[config.mk]
export PLATFORM = sky130hd
export DESIGN_NAME = sprite_line_scheduler
export DESIGN_NICKNAME = d
export VERILOG_FILES = /design/src/rtl/sprite_pkg.sv /design/src/rtl/sprite_row_match.sv /design/src/rtl/sprite_line_scheduler.sv
export SDC_FILE = /design/constraint.sdc
export NUM_CORES = 1
export LEC_CHECK = 0
export BUFFER_PORTS_ARGS = -buffer_cell sky130_fd_sc_hd__buf_2
export CORE_MARGIN = 5
export CORE_UTILIZATION = 45
export DETAILED_ROUTE_END_ITERATION = 8
export GPL_ROUTABILITY_DRIVEN = 1
export PLACE_DENSITY = 0.66
export REMOVE_ABC_BUFFERS = 1
export SYNTH_ARGS = -nofsm -noshare
export SYNTH_HDL_FRONTEND = slang
export SYNTH_HIERARCHICAL = 1
export SYNTH_SLANG_ARGS = --single-unit
[constraint.sdc]
create_clock -name clk -period 8.8 [get_ports clk]
set_clock_uncertainty 0.2 [all_clocks]
set_input_delay 0.44 -clock clk [delete_from_list [all_inputs] [get_ports clk]]
set_output_delay 0.44 -clock clk [all_outputs]
set_load 0.01 [all_outputs]
[src/rtl/sprite_pkg.sv]
// sprite_pkg: shared definitions for the sprite line scheduler.
// Holds the sprite register field layout, the sprite height offset, the
// scheduler FSM state type and the per-slot record so the comparator and
// the scheduler always agree on field positions.
package sprite_pkg;

    // Sprite register field layout
    localparam int ACTIVE_BIT  = 29;
    localparam int X_HI        = 28;
    localparam int X_LO        = 19;
    localparam int Y_HI        = 18;
    localparam int Y_LO        = 9;
    localparam int ATTR_HI     = 8;
    localparam int ATTR_LO     = 0;

    // A sprite covers rows y .. y+SPRITE_LINE inclusive
    localparam int SPRITE_LINE = 20;

    localparam int LINE_W = 10;
    localparam int X_W    = X_HI - X_LO + 1;
    localparam int ROW_W  = 5;
    localparam int ATTR_W = ATTR_HI - ATTR_LO + 1;

    typedef enum logic [1:0] {
        ST_IDLE,
        ST_SCAN,
        ST_COMMIT
    } sched_state_t;

    // One slot of the shadow/output table (register index kept separately,
    // its width depends on the bank size)
    typedef struct packed {
        logic              valid;
        logic [X_W-1:0]    x;
        logic [ROW_W-1:0]  row;
        logic [ATTR_W-1:0] attr;
    } slot_rec_t;

endpackage

[src/rtl/sprite_row_match.sv]
// sprite_row_match: combinational visibility test of one sprite register
// against one scanline.
//   word : sprite register contents
//   line : y coordinate of the line being scheduled
//   hit  : sprite is active and covers the line
//   row  : line - y (row inside the sprite), meaningful only when hit
module sprite_row_match
    import sprite_pkg::*;
#(
    parameter int SIZE_REG = 32,
    parameter int HEIGHT   = SPRITE_LINE
) (
    input  logic [SIZE_REG-1:0] word,
    input  logic [LINE_W-1:0]   line,
    output logic                hit,
    output logic [ROW_W-1:0]    row
);

    logic [LINE_W-1:0] y;
    logic [LINE_W:0]   y_end;
    logic [LINE_W-1:0] diff;
    logic              unused_bits;

    assign y     = word[Y_HI:Y_LO];
    // One extra bit so sprites near the bottom edge do not wrap to line 0
    assign y_end = {1'b0, y} + (LINE_W+1)'(HEIGHT);
    assign diff  = line - y;

    assign hit = word[ACTIVE_BIT] && (line >= y) && ({1'b0, line} <= y_end);
    assign row = diff[ROW_W-1:0];

    // Bits outside the field layout, plus the upper difference bits that are
    // zero whenever hit is set
    assign unused_bits = ^{word[SIZE_REG-1:ACTIVE_BIT+1], diff[LINE_W-1:ROW_W]};

endmodule

[src/rtl/sprite_line_scheduler.sv]
// sprite_line_scheduler: hblank sprite scan. On start it walks the sprite
// bank once through a single synchronous read port, evaluates each entry
// against the latched next_line and fills up to SLOTS shadow slots in
// ascending register order. The shadow table is copied to the output table
// in one edge at commit, so the pixel path never sees a partial table.
//   clk, reset     : clock, asynchronous active-high reset
//   start          : hblank pulse, ignored while busy
//   next_line      : line to schedule, latched on accepted start
//   rf_addr/rf_data: bank read port (data one cycle after address)
//   busy, done     : scan in progress / one-cycle commit pulse
//   overflow       : more than SLOTS hits on the last committed line
//   slot_*         : committed per-slot table, flattened slot 0 in LSBs
module sprite_line_scheduler
    import sprite_pkg::*;
#(
    parameter int NUM_REGS = 32,
    parameter int SLOTS    = 4,
    parameter int SIZE_REG = 32,
    localparam int AW      = $clog2(NUM_REGS)
) (
    input  logic                   clk,
    input  logic                   reset,
    input  logic                   start,
    input  logic [LINE_W-1:0]      next_line,
    output logic [AW-1:0]          rf_addr,
    input  logic [SIZE_REG-1:0]    rf_data,
    output logic                   busy,
    output logic                   done,
    output logic                   overflow,
    output logic [SLOTS-1:0]       slot_valid,
    output logic [SLOTS*X_W-1:0]   slot_x,
    output logic [SLOTS*ROW_W-1:0] slot_row,
    output logic [SLOTS*AW-1:0]    slot_idx,
    output logic [SLOTS*ATTR_W-1:0] slot_attr
);

    localparam int FW = $clog2(SLOTS + 1);

    sched_state_t state_q, state_d;
    logic [AW-1:0]     addr_q;
    logic [AW-1:0]     eval_idx_q;   // index whose data is on rf_data
    logic              eval_q;       // rf_data carries a word to evaluate
    logic [LINE_W-1:0] line_q;
    logic [FW-1:0]     fill_q, fill_d;
    logic              ovf_sh_q, ovf_sh_d;

    slot_rec_t [SLOTS-1:0]         sh_q, sh_d;
    logic [SLOTS-1:0][AW-1:0]      sh_idx_q, sh_idx_d;
    slot_rec_t [SLOTS-1:0]         out_q;
    logic [SLOTS-1:0][AW-1:0]      out_idx_q;
    logic                          ovf_q;
    logic                          done_q;

    logic             hit;
    logic [ROW_W-1:0] row;
    logic             accept;

    sprite_row_match #(
        .SIZE_REG (SIZE_REG),
        .HEIGHT   (SPRITE_LINE)
    ) u_match (
        .word (rf_data),
        .line (line_q),
        .hit  (hit),
        .row  (row)
    );

    assign accept = (state_q == ST_IDLE) && start;

    // Next-state logic
    always_comb begin
        state_d = state_q;
        case (state_q)
            ST_IDLE:   if (start) state_d = ST_SCAN;
            ST_SCAN:   if (addr_q == AW'(NUM_REGS - 1)) state_d = ST_COMMIT;
            ST_COMMIT: state_d = ST_IDLE;
            default:   state_d = ST_IDLE;
        endcase
    end

    // Shadow table update; the commit edge copies sh_d so the final
    // evaluation lands in the same edge as the commit.
    always_comb begin
        sh_d     = sh_q;
        sh_idx_d = sh_idx_q;
        fill_d   = fill_q;
        ovf_sh_d = ovf_sh_q;
        if (accept) begin
            sh_d     = '0;
            sh_idx_d = '0;
            fill_d   = '0;
            ovf_sh_d = 1'b0;
        end else if (eval_q && hit) begin
            if (fill_q < FW'(SLOTS)) begin
                for (int s = 0; s < SLOTS; s++) begin
                    if (fill_q == FW'(s)) begin
                        sh_d[s].valid = 1'b1;
                        sh_d[s].x     = rf_data[X_HI:X_LO];
                        sh_d[s].row   = row;
                        sh_d[s].attr  = rf_data[ATTR_HI:ATTR_LO];
                        sh_idx_d[s]   = eval_idx_q;
                    end
                end
                fill_d = fill_q + FW'(1);
            end else begin
                ovf_sh_d = 1'b1;
            end
        end
    end

    always_ff @(posedge clk or posedge reset) begin
        if (reset) begin
            state_q    <= ST_IDLE;
            addr_q     <= '0;
            eval_idx_q <= '0;
            eval_q     <= 1'b0;
            line_q     <= '0;
            fill_q     <= '0;
            ovf_sh_q   <= 1'b0;
            sh_q       <= '0;
            sh_idx_q   <= '0;
            out_q      <= '0;
            out_idx_q  <= '0;
            ovf_q      <= 1'b0;
            done_q     <= 1'b0;
        end else begin
            state_q    <= state_d;
            eval_q     <= (state_q == ST_SCAN);
            eval_idx_q <= addr_q;
            addr_q     <= (state_q == ST_SCAN) ? addr_q + AW'(1) : '0;
            if (accept) line_q <= next_line;
            fill_q     <= fill_d;
            ovf_sh_q   <= ovf_sh_d;
            sh_q       <= sh_d;
            sh_idx_q   <= sh_idx_d;
            done_q     <= (state_q == ST_COMMIT);
            if (state_q == ST_COMMIT) begin
                out_q     <= sh_d;
                out_idx_q <= sh_idx_d;
                ovf_q     <= ovf_sh_d;
            end
        end
    end

    assign rf_addr  = addr_q;
    assign busy     = (state_q != ST_IDLE);
    assign done     = done_q;
    assign overflow = ovf_q;

    for (genvar s = 0; s < SLOTS; s++) begin : g_flat
        assign slot_valid[s]                 = out_q[s].valid;
        assign slot_x[s*X_W +: X_W]          = out_q[s].x;
        assign slot_row[s*ROW_W +: ROW_W]    = out_q[s].row;
        assign slot_attr[s*ATTR_W +: ATTR_W] = out_q[s].attr;
        assign slot_idx[s*AW +: AW]          = out_idx_q[s];
    end

endmodule
; Yosys cells after proc, flatten, opt, wreduce, memory -nomap -nowiden
; Index checks and enable logic that the tools add are counted.
[word_totals]
mem_count = 0
latch_bits = 0
in_bits = 45
output_inout_bits = 128
word_cells = 99
romBits = 0
regBits = 269
mem_bits_rw = 0
[classes]
shifts = 0
n_mul = 0
bitwise = 0
muxes = 24
div = 0
add_sub_neg = 4
eq_ne = 8
order_cmp = 3
reduce_logical = 11
[ops]
columns = cell, n
row1 = 100-bit two-way mux, 3
row2 = 25-bit two-way mux, 4
row3 = 20-bit two-way mux, 3
row4 = 5-bit two-way mux, 5
row5 = "10-bit by 5-bit adder with 11-bit output, second input constant", 1
row6 = 10-bit by 11-bit less-or-equal comparator with 1-bit output, 1
row7 = 10-bit >= comparator, 1
row8 = 3-bit two-way mux, 3
row9 = "3-bit by 2-bit == test with 1-bit output, second input constant", 2
row10 = 2-bit nonzero test, 3
row11 = "5-bit by 1-bit adder with 5-bit output, second input constant", 1
row12 = "5-bit == test, second input constant", 1
row13 = 5-bit subtractor, 1
row14 = 1-bit logical AND, 4
row15 = 2-bit two-way mux, 2
row16 = "2-bit inequality test, second input constant", 2
row17 = 2-bit case mux with 2 select lines, 1
row18 = 2-bit AND reduction, 2
row19 = "3-bit by 1-bit adder with 3-bit output, second input constant", 1
row20 = "3-bit by 1-bit == test with 1-bit output, second input constant", 1
row21 = 3-bit zero test, 1
row22 = "3-bit less-than comparator, second input constant", 1
row23 = 1-bit two-way mux, 3
row24 = "2-bit by 1-bit == test with 1-bit output, second input constant", 1
row25 = 2 further kinds, 2

; Depth between registers and ports, before layout
[logic_depth]
word_depth = 6
mapped_depth = 15

; Cells and area by module
; Netlist, hierarchy kept.
[modules_own_cells]
columns = module, seq_area_each_um2, n_inst, cells_each, area_per_inst_um2
row1 = sprite_line_scheduler, 6731.5, 1, 860, 10342.4
row2 = sprite_row_match, 0.0, 1, 79, 615.6

; Worst setup path after synthesis
; OpenSTA, ideal clock, no wires.
[synth_timing]
kind = input-to-reg
startpoint = in rf_data[11]
endpoint = reg out_q, in the netlist slot_attr[27]
path_slack_ns = 5.730
required_time_ns = 8.469
n_path_buf = 3
cell_stages = 14
setup_time_ns = 0.131
arrival_ns = 2.739
path_cell_list = ha_1 -> o2111ai_1 -> xnor2_1 -> ha_1 -> and3_1 -> a221oi_1 -> o21a_1 -> o32a_1 -> buf_4 -> nand4b_1 -> buf_6 -> buf_12 -> mux2i_1 -> o21ai_1
[synth_via]
elab_chain_cells = 6
word_cells_on_any_way = 8
[synth_lines]
columns = item, line
row1 = from (decl), sprite_line_scheduler.sv:26  ; input logic [SIZE_REG-1:0] rf_data,
row2 = 10-bit by 5-bit adder with 11-bit output or 10-bit >= comparator (tied branches), "sprite_row_match.sv:26, sprite_row_match.sv:29"
row3 = 10-bit by 11-bit less-or-equal comparator with 1-bit output or 1-bit logical AND (tied branches), sprite_row_match.sv:29  ; assign hit = word[ACTIVE_BIT] && (line >= y) && ({1'b0, line} <= y_end);
row4 = 1-bit logical AND *, sprite_row_match.sv:29
row5 = named net hit, sprite_line_scheduler.sv:54  ; logic hit;
row6 = 1-bit logical AND *, sprite_line_scheduler.sv:93  ; end else if (eval_q && hit) begin
row7 = 100-bit two-way mux *, sprite_line_scheduler.sv:93
row8 = 100-bit two-way mux *, sprite_line_scheduler.sv:88  ; if (accept) begin
row9 = to (signal assigned), sprite_line_scheduler.sv:122  ; out_q <= '0;
row10 = to (signal assigned), sprite_line_scheduler.sv:138  ; out_q <= sh_d;
row11 = to (decl), sprite_line_scheduler.sv:49  ; slot_rec_t [SLOTS-1:0] out_q;
; The timed path passes the listed nets; every way through them passes the cells marked *.
; A chain may end at the register's enable or synchronous reset.

; Worst setup path after layout
[layout_timing]
startpoint = in rf_data[11]
endpoint = reg out_idx_q, in the netlist slot_idx[17]
[layout_via]
elab_chain_cells = 6
word_cells_on_any_way = 8
[layout_lines]
columns = item, line
row1 = 10-bit by 5-bit adder with 11-bit output or 10-bit >= comparator (tied branches), "sprite_row_match.sv:26, sprite_row_match.sv:29"
row2 = 10-bit by 11-bit less-or-equal comparator with 1-bit output or 1-bit logical AND (tied branches), sprite_row_match.sv:29
row3 = 1-bit logical AND *, sprite_row_match.sv:29
row4 = named net hit, sprite_line_scheduler.sv:54
row5 = 1-bit logical AND *, sprite_line_scheduler.sv:93
row6 = 20-bit two-way mux *, sprite_line_scheduler.sv:93
row7 = 20-bit two-way mux *, sprite_line_scheduler.sv:88
row8 = to (signal assigned), sprite_line_scheduler.sv:139  ; out_idx_q <= sh_idx_d;
row9 = to (decl), sprite_line_scheduler.sv:50  ; logic [SLOTS-1:0][AW-1:0] out_idx_q;
; Marks and branches as above.

==> results.toml <==
[outcome]
status = "finished, final reports clean"

[timing]
finalMaxSlewViolations = 0
finalSetupTns_ns = 0
finalWorstPathRequiredPeriod_ns = 4.29
rsz0062_at_grt = "false"
tightest_slew_ns = 1.10
setup_viol = 0
slew_headroom = 0.268
fmax_ghz = 0.233
post-route-period-util = 0.487
hold_violations = 0
fin_ws_ns = 4.51

[synth]
synthArstFlopShare = 1.00
synth-main-ff-cell = "dfrtp_1"
ys_ff_latch = 269
synth_area_sq_um = 11000
yosys_warnings = 6
ys_types = 43
netlist_instances = 939
synth-edff-count = 0
avgSynthCellArea_sq_um = 11.7
ys_seq_area_frac = 0.614

[setup_path]
start_kind = "input pin"
critPathCaptureType = "register"
critical_path_class = "input pin to register"
cp.arrival_ns = 4.45
cp_max_fo = 18
required_ns = 8.96

[clock_tree]
cts_buffers = 29
post_cts_resized = 0
cts_tree = "built"
post_cts_buffers = 0
cts_hold_buf = 11
clockBufferDepth = 3
htree_num_levels = 1
cts.reportedPaths.clkPinSlew_ns = 0.06
cts_sinks = 269
root_buffer = "clkbuf_16"
clkLatencyLatePin_ns = 0.53

[finish]
fillers = 2210
diodes = 0
finalNetCount = 1175
utilization = 0.534
area_growth_pct = 17.9
drive_above_1_share = 0.209

[placed_design]
place_ws_ns = 3.87
hpwl_mm = 14.1
place_congestion = 0.755
port_buffers = 170

[detailed_routing]
ant_nets = 0
vias = 7123
drcViolationCount = 0
wl_per_cell_um = 16.0
viasPerCell = 4.92
drtIter0Drc = 544
drt_pass1_iterations = 4
wirelength_mm = 23.1

[pwr]
leakagePower_nw = 7.45
vdd_ir_drop_max_mv = 0.171
power_density_nw_per_um2 = 281

[floorplanning]
coreArea_sq_um = 24200
die_w_um = 166
io_pins = 173
initial_utilization = 0.453
die-height_um = 166
dieArea_sq_um = 27600
rows = 57

[run]
drv_cap = 0

[grt]
grt_pass1_vias = 7395
grt_pass1_wl_mm = 39.2
antenna_found_initial = 0
gr-total-overflow = 0
grt_max_degree = 143
grtUsageTotal = 0.169

[worst_hold_path]
worstHoldPathType = "input pin to register"
==> critical path, cell delays in order <==
cell and delay, ns:
buf_2 0.13, ha_1 0.24, o2111ai_1 0.31, xnor2_1 0.16
ha_1 0.26, and3_1 0.16, a221oi_1 0.26, o21a_1 0.16
o32a_1 0.44, nand4b_1 0.92, buf_4 0.61, mux2i_1 0.27
o21ai_1 0.09
==> power by group <==
part | switching (mW) | internal, mW
registers | 0.140 | 1.52
clock network | 0.475 | 0.734
logic | 0.439 | 0.323
==> registers in the layout (all words and copies together) (netlist names), 5 cells and up <==
signal and cells:
line_q 10, sh_q 100, eval_idx_q 5, rf_addr 5
slot_row 20, slot_idx 20, slot_x 40, slot_attr 36
sh_idx_q 20
==> layer usage <==
| layer | up-vias | routed length, um | track usage |
|---|---|---|---|
| met5 | - | 0 | 0 |
| met4 | 0 | 228 | 0.0337 |
| met3 | 19 | 1160 | 0.0338 |
| met2 | 140 | 10400 | 0.266 |
| met1 | 3496 | 11300 | 0.248 |
| li1 | 3468 | - | - |
==> logic make-up (layout without fill, tap and decap cells) <==
logic type | count (synthesis) | in the layout | share of synthesized area
AND/OR/NAND/NOR | 283 | 283 | 0.108
flip-flops | 269 | 269 | 0.614
AO/OA/AOI/OAI | 143 | 143 | 0.0694
multiplexers | 127 | 127 | 0.117
buffers and inverters | 77 | 261 | 0.0486
adder cells (fa/ha/maj) | 28 | 28 | 0.0327
XOR/XNOR | 12 | 12 | 0.00959
==> per-stage QoR <==
| step | hold slack, ns | total power [mW] | instances | instance area (sq um) |
|---|---|---|---|---|
| global route | 0.0361 | 3.88 | 1447 | 12900 |
| global placement | 0.202 | 2.43 | 1384 | 11900 |
| floorplan | 0.240 | 2.16 | 884 | 10500 |
| detailed placement | 0.206 | 2.46 | 1384 | 11900 |
| finish | 0.0207 | 3.63 | 1447 | 12900 |
| CTS | 0.00566 | 3.69 | 1447 | 12900 |
==> cell usage in the layout, fill, tap and decap left out, drive strengths merged <==
cell type	instances
xnor2	9
nand4b	5
nor2b	6
o32a	1
a31oi	1
o2111ai	1
nand2b	3
o22ai	2
inv	22
a221oi	2
bufinv	3
mux2	10
nand4	2
o21a	1
dlygate4sd3	11
nor4	1
clkinvlp	1
clkinv	6
nand3b	2
and3	2
fa	1
dfrtp	269
or2	1
buf	176
nand3	4
or2b	1
a21o	2
o21ai	123
clkbuf	42
ha	27
xor2	3
a41o	1
mux2i	117
nand2	123
a21oi	8
nor2	130
and2	3
o211a	1
==> final timing paths <==
check / to / from / cells past startpoint / slack (ns)
max: slot_idx[17] / rf_data[11] / 13 / 4.51
min: sh_q[42] / rf_data[22] / 3 / 0.02
max reg2reg: slot_idx[17] / line_q[0] / 12 / 4.51
min reg2reg: eval_idx_q[4] / rf_addr[4] / 0 / 0.22
max in group asynchronous: sh_q[36] / reset / 4 / 6.47
min in group asynchronous: slot_idx[19] / reset / 3 / 0.47
==> layout make-up <==
class,instances,area [sq um],area share
Sequential cell,269,6730,0.521
Multi-Input combinational cell,593,3730,0.289
Timing Repair Buffer,187,1010,0.0779
Clock buffer,42,825,0.0638
Tap cell,324,405,0.0314
Clock inverter,10,131,0.0102
Inverter,22,90.1,0.00697
==> synthesized netlist by cell type, drive strengths merged, types with 2 or more instances <==
cell | instances | share of area
clkbuf | 11 | 0.0038
mux2 | 10 | 0.010
xnor2 | 9 | 0.0072
nor2 | 130 | 0.046
dfrtp | 269 | 0.61
a21o | 2 | 0.0014
nand4b | 5 | 0.0057
o21ai | 123 | 0.057
xor2 | 3 | 0.0024
a21oi | 8 | 0.0040
nand2b | 3 | 0.0017
inv | 22 | 0.0075
o22ai | 2 | 0.0011
a221oi | 2 | 0.0016
and3 | 2 | 0.0011
and2 | 3 | 0.0017
mux2i | 117 | 0.11
nand3b | 2 | 0.0014
nand4 | 2 | 0.0011
nand2 | 123 | 0.042
ha | 27 | 0.031
nand3 | 4 | 0.0018
buf | 44 | 0.037
nor2b | 6 | 0.0034
Power figures use the tool's default switching activity.
